$ cat src/rtl/commit_rob_if.sv
// Bus bundle for commit_rob: dispatch, per-unit results, register-file commit and PC redirect.
// The slave modport is the reorder buffer; the master modport is the surrounding pipeline.
interface commit_rob_if #(
    parameter int XLEN      = 32,
    parameter int NUM_UNITS = 4,
    parameter int TAG_W     = 4
);
    logic                      disp_tvalid;
    logic                      disp_tready;
    logic [4:0]                disp_rd;
    logic [XLEN-1:0]           disp_pc;
    logic [TAG_W-1:0]          disp_tag;

    logic [NUM_UNITS-1:0]       res_tvalid;
    logic [NUM_UNITS*TAG_W-1:0] res_tag;
    logic [NUM_UNITS*XLEN-1:0]  res_data;
    logic [NUM_UNITS-1:0]       res_redirect;
    logic [NUM_UNITS*XLEN-1:0]  res_new_pc;

    logic                      wbrf_tvalid;
    logic                      wbrf_tready;
    logic [4:0]                wbrf_rd;
    logic [XLEN-1:0]           wbrf_wdata;

    logic                      wbpcg_tvalid;
    logic                      wbpcg_tready;
    logic [XLEN-1:0]           wbpcg_tdata;

    logic                      flush;

    // Handshakes: a transfer happens on a clock edge where tvalid && tready; once raised,
    // tvalid and its payload hold until that edge. Results have no ready and are always taken.
    modport master (
        output disp_tvalid, disp_rd, disp_pc,
        output res_tvalid, res_tag, res_data, res_redirect, res_new_pc,
        output wbrf_tready, wbpcg_tready,
        input  disp_tready, disp_tag,
        input  wbrf_tvalid, wbrf_rd, wbrf_wdata,
        input  wbpcg_tvalid, wbpcg_tdata, flush
    );

    modport slave (
        input  disp_tvalid, disp_rd, disp_pc,
        input  res_tvalid, res_tag, res_data, res_redirect, res_new_pc,
        input  wbrf_tready, wbpcg_tready,
        output disp_tready, disp_tag,
        output wbrf_tvalid, wbrf_rd, wbrf_wdata,
        output wbpcg_tvalid, wbpcg_tdata, flush
    );
endinterface

$ cat src/rtl/commit_rob.sv
// In-order commit reorder buffer: out-of-order result writeback, in-order retire, redirect flush.
// Define COMMIT_ROB_BYPASS_EN to forward a head-matching result straight to the commit port.
module commit_rob #(
    parameter int XLEN      = 32,
    parameter int DEPTH     = 8,
    parameter int NUM_UNITS = 4,
    parameter int TAG_W     = $clog2(DEPTH) + 1
) (
    input  logic         clk,
    input  logic         rst,
    commit_rob_if.slave  bus
);
    localparam int IDX_W = $clog2(DEPTH);
    typedef logic [IDX_W:0] ptr_t;

    logic [DEPTH-1:0] vld_q, vld_d;
    logic [DEPTH-1:0] done_q, done_d;
    logic [DEPTH-1:0] redir_q, redir_d;
    logic [4:0]       rd_q     [DEPTH];
    logic [4:0]       rd_d     [DEPTH];
    logic [XLEN-1:0]  data_q   [DEPTH];
    logic [XLEN-1:0]  data_d   [DEPTH];
    logic [XLEN-1:0]  new_pc_q [DEPTH];
    logic [XLEN-1:0]  new_pc_d [DEPTH];
    ptr_t             head_q, head_d;
    ptr_t             tail_q, tail_d;
    logic             epoch_q, epoch_d;

    logic [IDX_W-1:0] head_idx, tail_idx;
    logic             full, disp_fire, retire;
    logic             head_done, head_redir;
    logic [XLEN-1:0]  head_data, head_new_pc;

    assign head_idx  = head_q[IDX_W-1:0];
    assign tail_idx  = tail_q[IDX_W-1:0];
    assign full      = (head_idx == tail_idx) && (head_q[IDX_W] != tail_q[IDX_W]);
    assign disp_fire = bus.disp_tvalid && !full;

    // disp_tready depends only on registered pointers, never on the commit handshake.
    assign bus.disp_tready = !full;
    assign bus.disp_tag    = {epoch_q, tail_idx};

`ifdef COMMIT_ROB_BYPASS_EN
    always_comb begin
        head_done   = done_q[head_idx];
        head_redir  = redir_q[head_idx];
        head_data   = data_q[head_idx];
        head_new_pc = new_pc_q[head_idx];
        if (vld_q[head_idx] && !done_q[head_idx]) begin
            // Descending scan so the lowest-numbered matching unit is the one forwarded.
            for (int u = NUM_UNITS - 1; u >= 0; u--) begin
                if (bus.res_tvalid[u] && (bus.res_tag[u*TAG_W +: TAG_W] == {epoch_q, head_idx})) begin
                    head_done   = 1'b1;
                    head_redir  = bus.res_redirect[u];
                    head_data   = bus.res_data[u*XLEN +: XLEN];
                    head_new_pc = bus.res_new_pc[u*XLEN +: XLEN];
                end
            end
        end
    end
`else
    assign head_done   = done_q[head_idx];
    assign head_redir  = redir_q[head_idx];
    assign head_data   = data_q[head_idx];
    assign head_new_pc = new_pc_q[head_idx];
`endif

    assign bus.wbrf_tvalid  = vld_q[head_idx] && head_done;
    assign bus.wbrf_rd      = rd_q[head_idx];
    assign bus.wbrf_wdata   = head_data;
    assign bus.wbpcg_tvalid = bus.wbrf_tvalid && head_redir;
    assign bus.wbpcg_tdata  = head_new_pc;

    assign retire    = bus.wbrf_tvalid && bus.wbrf_tready && (!head_redir || bus.wbpcg_tready);
    assign bus.flush = retire && head_redir;

    always_comb begin
        vld_d    = vld_q;
        done_d   = done_q;
        redir_d  = redir_q;
        rd_d     = rd_q;
        data_d   = data_q;
        new_pc_d = new_pc_q;
        head_d   = head_q;
        tail_d   = tail_q;
        epoch_d  = epoch_q;

        // Completed entries are frozen so a held commit payload cannot change underneath.
        for (int u = NUM_UNITS - 1; u >= 0; u--) begin
            if (bus.res_tvalid[u] && (bus.res_tag[u*TAG_W + IDX_W] == epoch_q)
                && vld_q[bus.res_tag[u*TAG_W +: IDX_W]] && !done_q[bus.res_tag[u*TAG_W +: IDX_W]]) begin
                done_d[bus.res_tag[u*TAG_W +: IDX_W]]   = 1'b1;
                redir_d[bus.res_tag[u*TAG_W +: IDX_W]]  = bus.res_redirect[u];
                data_d[bus.res_tag[u*TAG_W +: IDX_W]]   = bus.res_data[u*XLEN +: XLEN];
                new_pc_d[bus.res_tag[u*TAG_W +: IDX_W]] = bus.res_new_pc[u*XLEN +: XLEN];
            end
        end

        if (disp_fire) begin
            vld_d[tail_idx]   = 1'b1;
            done_d[tail_idx]  = 1'b0;
            redir_d[tail_idx] = 1'b0;
            rd_d[tail_idx]    = bus.disp_rd;
            tail_d            = tail_q + ptr_t'(1);
        end

        if (retire) begin
            head_d = head_q + ptr_t'(1);
            if (head_redir) begin
                // Everything younger is dead, including a dispatch accepted this cycle.
                vld_d   = '0;
                done_d  = '0;
                tail_d  = head_q + ptr_t'(1);
                epoch_d = !epoch_q;
            end else begin
                vld_d[head_idx]  = 1'b0;
                done_d[head_idx] = 1'b0;
            end
        end
    end

    always_ff @(posedge clk or posedge rst) begin
        if (rst) begin
            vld_q   <= '0;
            done_q  <= '0;
            redir_q <= '0;
            head_q  <= '0;
            tail_q  <= '0;
            epoch_q <= 1'b0;
            for (int i = 0; i < DEPTH; i++) begin
                rd_q[i]     <= '0;
                data_q[i]   <= '0;
                new_pc_q[i] <= '0;
            end
        end else begin
            vld_q    <= vld_d;
            done_q   <= done_d;
            redir_q  <= redir_d;
            rd_q     <= rd_d;
            data_q   <= data_d;
            new_pc_q <= new_pc_d;
            head_q   <= head_d;
            tail_q   <= tail_d;
            epoch_q  <= epoch_d;
        end
    end
endmodule

$ cat src/flat_wrapper.sv
// flat-port wrapper written by rule: the top's interface ports become plain ports
module commit_rob_flat 
#(
    parameter int XLEN      = 32,
    parameter int DEPTH     = 8,
    parameter int NUM_UNITS = 4,
    parameter int TAG_W     = $clog2(DEPTH) + 1
)
  (clk, rst, bus_disp_tvalid, bus_disp_rd, bus_disp_pc, bus_res_tvalid, bus_res_tag, bus_res_data, bus_res_redirect, bus_res_new_pc, bus_wbrf_tready, bus_wbpcg_tready, bus_disp_tready, bus_disp_tag, bus_wbrf_tvalid, bus_wbrf_rd, bus_wbrf_wdata, bus_wbpcg_tvalid, bus_wbpcg_tdata, bus_flush);
  commit_rob_if #(.XLEN(XLEN), .NUM_UNITS(NUM_UNITS), .TAG_W(TAG_W)) bus_i ();
  input  logic clk;
  input  logic rst;
  input wire logic [$bits(bus_i.disp_tvalid)-1:0] bus_disp_tvalid;
  input wire logic [$bits(bus_i.disp_rd)-1:0] bus_disp_rd;
  input wire logic [$bits(bus_i.disp_pc)-1:0] bus_disp_pc;
  input wire logic [$bits(bus_i.res_tvalid)-1:0] bus_res_tvalid;
  input wire logic [$bits(bus_i.res_tag)-1:0] bus_res_tag;
  input wire logic [$bits(bus_i.res_data)-1:0] bus_res_data;
  input wire logic [$bits(bus_i.res_redirect)-1:0] bus_res_redirect;
  input wire logic [$bits(bus_i.res_new_pc)-1:0] bus_res_new_pc;
  input wire logic [$bits(bus_i.wbrf_tready)-1:0] bus_wbrf_tready;
  input wire logic [$bits(bus_i.wbpcg_tready)-1:0] bus_wbpcg_tready;
  output wire logic [$bits(bus_i.disp_tready)-1:0] bus_disp_tready;
  output wire logic [$bits(bus_i.disp_tag)-1:0] bus_disp_tag;
  output wire logic [$bits(bus_i.wbrf_tvalid)-1:0] bus_wbrf_tvalid;
  output wire logic [$bits(bus_i.wbrf_rd)-1:0] bus_wbrf_rd;
  output wire logic [$bits(bus_i.wbrf_wdata)-1:0] bus_wbrf_wdata;
  output wire logic [$bits(bus_i.wbpcg_tvalid)-1:0] bus_wbpcg_tvalid;
  output wire logic [$bits(bus_i.wbpcg_tdata)-1:0] bus_wbpcg_tdata;
  output wire logic [$bits(bus_i.flush)-1:0] bus_flush;
  assign bus_i.disp_tvalid = bus_disp_tvalid;
  assign bus_i.disp_rd = bus_disp_rd;
  assign bus_i.disp_pc = bus_disp_pc;
  assign bus_i.res_tvalid = bus_res_tvalid;
  assign bus_i.res_tag = bus_res_tag;
  assign bus_i.res_data = bus_res_data;
  assign bus_i.res_redirect = bus_res_redirect;
  assign bus_i.res_new_pc = bus_res_new_pc;
  assign bus_i.wbrf_tready = bus_wbrf_tready;
  assign bus_i.wbpcg_tready = bus_wbpcg_tready;
  assign bus_disp_tready = bus_i.disp_tready;
  assign bus_disp_tag = bus_i.disp_tag;
  assign bus_wbrf_tvalid = bus_i.wbrf_tvalid;
  assign bus_wbrf_rd = bus_i.wbrf_rd;
  assign bus_wbrf_wdata = bus_i.wbrf_wdata;
  assign bus_wbpcg_tvalid = bus_i.wbpcg_tvalid;
  assign bus_wbpcg_tdata = bus_i.wbpcg_tdata;
  assign bus_flush = bus_i.flush;
  commit_rob #(.XLEN(XLEN), .DEPTH(DEPTH), .NUM_UNITS(NUM_UNITS), .TAG_W(TAG_W)) u_core (.clk(clk), .rst(rst), .bus(bus_i));
endmodule
$ cat config.mk
export PLATFORM = sky130hd
export DESIGN_NAME = commit_rob_flat
export DESIGN_NICKNAME = d
export VERILOG_FILES = /design/src/rtl/commit_rob_if.sv /design/src/rtl/commit_rob.sv /design/src/flat_wrapper.sv
export SDC_FILE = /design/constraint.sdc
export NUM_CORES = 2
export LEC_CHECK = 0
export BUFFER_PORTS_ARGS = -buffer_cell sky130_fd_sc_hd__buf_2
export CAP_MARGIN = 10
export CELL_PAD_IN_SITES_DETAIL_PLACEMENT = 1
export CELL_PAD_IN_SITES_GLOBAL_PLACEMENT = 1
export CORE_ASPECT_RATIO = 0.7
export CORE_UTILIZATION = 46
export CTS_CLUSTER_DIAMETER = 200
export DETAILED_ROUTE_END_ITERATION = 12
export PLACE_DENSITY_LB_ADDON = 0.1
export SYNTH_ARGS = -nofsm -noshare
export SYNTH_HDL_FRONTEND = slang
export SYNTH_SLANG_ARGS = --single-unit
$ cat constraint.sdc
create_clock -name clk -period 21.4 [get_ports clk]
set_input_delay 1.07 -clock clk [delete_from_list [all_inputs] [get_ports clk]]
set_output_delay 1.07 -clock clk [all_outputs]
set_load 0.005 [all_outputs]
== After elaboration in Yosys (flattened, before gate mapping) ==
Index checks and enable logic that the tools add are counted.

* Register bits: 585
* Bits of input ports: 322
* Output and inout bits: 77
* Word-level logic and storage cells: 209

* $add $sub $neg: 2
* Order comparisons: 23
* Eq/ne operators: 6
* Muxes and demuxes: 92
* Bitwise logic cells: 17
* Reduce and logical (&&, ||, !) cells: 39

{| class="wikitable"
|+ Operator list
! cell !! number
|-
| $bwmux W256 || 8
|-
| $mux W256 || 8
|-
| $demux W32 S3 || 4
|-
| $mux W32 || 8
|-
| $bmux W32 S3 || 2
|-
| $mux W8 || 15
|-
| $bwmux W40 || 1
|-
| $or A8 B8 Y8 || 5
|-
| $bmux W1 S3 || 11
|-
| $and A8 B8 Y8 || 4
|-
| $bwmux W8 || 4
|-
| $logic_and A1 B1 Y1 || 30
|-
| $ge A4 B4 Y1 const B || 6
|-
| $lt A3 B4 Y1 const B || 6
|-
| $not A3 Y4 || 6
|-
| $lt A4 B1 Y1 const B || 5
|-
| $demux W1 S3 || 6
|-
| $ge A3 B1 Y1 const B || 6
|-
| $mux W1 || 17
|-
| $not A8 Y8 || 2
|-
| $bmux W5 S3 || 1
|-
| $demux W5 S3 || 1
|-
| $mux W5 || 3
|-
| $mux W4 || 3
|-
| 7 further kinds || 17
|}

== Longest topological paths before layout ==
* Depth in word-level cells: 17
* Mapped depth: 10
* Depth with buffers taken out: 6

== Worst setup path after synthesis ==
No wires, ideal clock.

* Path type: register -> output
* Start point: reg u_core.head_q[1]
* End point: out bus_flush
* Arrival: 2.031 ns
* Required time: 20.330 ns
* Slack: 18.299 ns
* Stages on the path, launching flop included: 9
* Buffers on the path: 2
* Cells stage by stage: dfrtp_1 -> buf_6 -> mux2_1 -> mux4_2 -> o31a_1 -> and2_1 -> clkbuf_1 -> nand2_2 -> inv_1

* Cells in the longest elaborated chain, start to end: 6
* Elaborated cells on any way between the ends: 12
* Those cells by class: mux (6); reduce/logical (6)

{| class="wikitable"
|+ Ends and longest elaborated chain
! item !! RTL line !! RTL
|-
| from (decl) || commit_rob.sv:25 || <nowiki>ptr_t head_q, head_d;</nowiki>
|-
| from (signal assigned) || commit_rob.sv:127 || <nowiki>head_q <= '0;</nowiki>
|-
| from (signal assigned) || commit_rob.sv:142 || <nowiki>head_q <= head_d;</nowiki>
|-
| $bmux W1 S3, on equally long branches || commit_rob.sv:68, commit_rob.sv:62, commit_rob.sv:63 ||
|-
| $mux W1, on equally long branches || commit_rob.sv:68, commit_rob.sv:62, commit_rob.sv:63 ||
|-
| $logic_and A1 B1 Y1 or $logic_not A1 Y1 (tied branches) || commit_rob.sv:68, commit_rob.sv:74 ||
|-
| $logic_and A1 B1 Y1 or $logic_or A1 B1 Y1 (tied branches) || commit_rob.sv:74 || <nowiki>assign retire = bus.wbrf_tvalid && bus.wbrf_tready && (!head_redir || bus.wbpcg_tready);</nowiki>
|-
| $logic_and A1 B1 Y1 || commit_rob.sv:74 ||
|-
| $logic_and A1 B1 Y1 (*) || commit_rob.sv:75 || <nowiki>assign bus.flush = retire && head_redir;</nowiki>
|-
| to (decl) || flat_wrapper.sv:30 || <nowiki>output wire logic [$bits(bus_i.flush)-1:0] bus_flush;</nowiki>
|}

Mark *: on every way between the ends. The rest lies on a longest branch, timed or not. The select of a mux whose other input is x is not followed.

== Final worst setup path ==
* Start point: reg u_core.head_q[2]
* End point: out bus_wbrf_wdata[1]

* Cells in the longest elaborated chain, start to end: 4

{| class="wikitable"
|+ Ends and longest elaborated chain
! item !! RTL line !! RTL
|-
| $not A3 Y4 (not written as such) || commit_rob.sv:64 || <nowiki>assign head_data = data_q[head_idx];</nowiki>
|-
| $bmux W32 S3 || commit_rob.sv:64 ||
|-
| $mux W32 (not written as such) (2 in a row) || commit_rob.sv:64 ||
|-
| to (decl) || flat_wrapper.sv:27 || <nowiki>output wire logic [$bits(bus_i.wbrf_wdata)-1:0] bus_wbrf_wdata;</nowiki>
|}

No other way between the ends. The select of a mux whose other input is x is not followed.

==> flow_summary.json <==
{
  "status": "finished, final reports clean",
  "synth_top_family_by_area": "compound AO/OA/AOI/OAI gates",
  "numPortBuffers": 366,
  "cts_made_buffers": 66,
  "drt_iter0_drc": 8624,
  "syn_area_per_cell_sq_um": 8.681,
  "synth_top_area_share_pct": 36.68,
  "syn_area_sq_um": 39910,
  "rows": 89,
  "ys_types": 91,
  "cts_hold_buffers": 0,
  "synth-main-ff-cell": "dfrtp_1",
  "grt_usage_pct": 50.82,
  "layout.nets": 4851,
  "dpl_cell_area_sq_um": 41860,
  "initial_core_util_pct": 46.91,
  "cts_setup_buffers": 0,
  "rsz0062_at_grt": "no",
  "via_per_inst": 8.178,
  "synth_xor_area_share_pct": 0.3950,
  "cts-root-buf": "clkbuf_16",
  "io_pins": 399,
  "seq_area_frac_synth_pct": 36.68,
  "tns_ns": 0,
  "die_w_um": 354.1,
  "syn_to_final_growth_pct": 10.45,
  "crit_path_end_kind": "output pin",
  "layout_commonest_cell": "dfrtp_1",
  "globalplace.congestion": 0.9339,
  "timing.fmax_ghz": 0.1578,
  "core-area_sq_um": 85080,
  "power.density_nw_per_um2": 127.4,
  "synth_compound_area_share_pct": 32.45,
  "drt_wl_total_mm": 232.3,
  "ys_ff_latch": 585,
  "dp_hpwl_mm": 121.9,
  "slew_headroom_pct": 3.237,
  "async_reset_ff_share_pct": 100.0,
  "hold_class": "flop to flop",
  "syn_inst": 4597,
  "ant_nets": 0,
  "yosys.area.top_type": "dfrtp_1",
  "final-setup-viol-count": 0,
  "clockBufferDepth": 3,
  "drive_above_1_share_pct": 15.58,
  "layout_common_cells": "585 x dfrtp_1, 430 x a22oi_1, 366 x buf_2",
  "clkTransAtPathRegs_ns": 0.06,
  "dieHeight_um": 248.4,
  "grt_pass1_vias": 46079,
  "fin_crit_sh_pct": 29.62,
  "critPathLaunchType": "flop",
  "grt_antenna_before_repair": 56,
  "cts_tree": "built",
  "synthTopCellsByArea": "dfrtp_1 37%, a22oi_1 8.1%, mux2i_1 6.7%",
  "cts_resized": 0,
  "worstPathArrival_ns": 5.27,
  "required_ns": 20.33,
  "yosys_warnings": 0,
  "finalHoldViolations": 0,
  "irDropWorstVdd_uv": 123.7,
  "dieArea_sq_um": 87960,
  "synth_edf_count": 0,
  "synthAdderAreaFrac_pct": 0.06270,
  "dr.pass1.iters": 7,
  "synth_nets": 4921,
  "drc": 0,
  "clock-sinks": 585,
  "final_cell_area_sq_um": 44080,
  "cp_max_fo": 48,
  "synth_mux_area_share_pct": 8.390,
  "globalRouteOverflowTotal": 0,
  "route.vias.total": 46964,
  "grt_pass1_wl_mm": 330.9,
  "worstSetupPathType": "flop to output pin",
  "drv_cap": 0,
  "insertion_delay_ns": 0.65,
  "worstMarginPinSlew_ns": 1.448,
  "skew_ns": 0.02171,
  "grt_max_degree": 134,
  "p_leak_nw": 18.57,
  "r2r_slack_ns": 16.81,
  "routedWlPerCell_um": 40.44,
  "synth-simple-area-share_pct": 15.46,
  "min_period_ns": 6.339,
  "drv_slew": 0,
  "h-tree-depth": 3
}
[sequential cells by signal (all words and copies together), names as in the netlist]
name / flops
u_core.new_pc_q: 256
u_core.epoch_q: 1
u_core.done_q: 8
u_core.data_q: 256
u_core.rd_q: 40
u_core.vld_q: 8
u_core.tail_q: 4
u_core.head_q: 4
u_core.redir_q: 8
[logic make-up (layout without fill, tap and decap cells)]
logic type,count (synthesis),count (layout)
and+or+nand+nor,1194,1194
AOI/OAI and AO/OA,1844,1844
other,0,35
adders and majority gates,2,2
xor gates and xnor gates,18,18
muxes,321,321
DFF,585,585
buffers and inverters,633,607
[stage by stage]
stage	total power (W)	setup slack (ns)	util [%]	hold WS [ns]	instances
after CTS	0.005442	15.35	51.67	0.4904	5706
after detailed placement	0.004271	16.01	49.21	0.4658	5594
after floorplan	0.003309	3.960	-	0.4461	4597
final	0.005617	15.06	51.81	0.4874	5743
after global routing	0.005751	15.22	51.79	0.5135	5735
after global placement	0.004184	15.98	49.20	0.4659	5593
[report_power, final]
group | switching (W) | internal, W | leakage, nW
Sequential | 0.000394 | 0.00164 | 7.23
Combinational | 0.00149 | 0.000908 | 10.3
Clock | 0.000526 | 0.000660 | 1.03
[final timing paths]
path                                  start                   end  cells past startpoint
setup reg to reg            u_core.vld_q[7]  u_core.new_pc_q[103]                      8
hold reg to reg             u_core.rd_q[30]       u_core.rd_q[30]                      2
min in group asynchronous               rst    u_core.data_q[171]                      2
hold / removal              u_core.rd_q[30]       u_core.rd_q[30]                      2
setup / recovery           u_core.head_q[2]     bus_wbrf_wdata[1]                      7
max in group asynchronous               rst   u_core.new_pc_q[49]                      4
[critical path, stage by stage, from the launching register on]
cell	delay [ns]
dfrtp_1	0.73
clkinv_1	0.52
nor3b_2	1.12
buf_4	0.48
buf_4	0.90
a22oi_1	0.24
nand4_1	0.39
buf_2	0.20
[routing by layer]
layer	GRT usage, %	wire length [um]	vias up
met5	0.3243	342	-
met4	29.42	15700	44
met3	21.94	38870	1284
met2	69.62	93210	4845
met1	66.07	84150	23157
li1	-	-	17634
[area by class of cell]
cell class / count / area [sq um]
clock buffers: 108 / 2076
flip-flops and latches: 585 / 14640
fillers: 9923 / 41000
multi-input cells: 3379 / 23080
diodes: 35 / 87.58
repair buffers: 473 / 2660
clock inverters: 4 / 23.77
inverters: 22 / 90.09
well taps: 1137 / 1423
[cell usage after synthesis, drive strengths merged (11+ instances only)]
| master | number |
|---|---|
| o2bb2ai | 30 |
| o31ai | 66 |
| a221o | 46 |
| dfrtp | 585 |
| nor3 | 15 |
| o221ai | 124 |
| a311o | 13 |
| a221oi | 51 |
| nor4b | 11 |
| a22oi | 432 |
| inv | 21 |
| buf | 213 |
| o22ai | 35 |
| a211oi | 197 |
| nand2 | 329 |
| a31oi | 194 |
| nand4 | 81 |
| mux2 | 48 |
| o211ai | 77 |
| and3 | 193 |
| clkbuf | 398 |
| o21ai | 360 |
| and2 | 111 |
| nand3 | 190 |
| xnor2 | 14 |
| a21oi | 86 |
| a21boi | 69 |
| a211o | 34 |
| mux2i | 268 |
| nor3b | 12 |
| nor2 | 186 |
| nor2b | 15 |
Note: power is estimated with default switching activity, not from simulation.
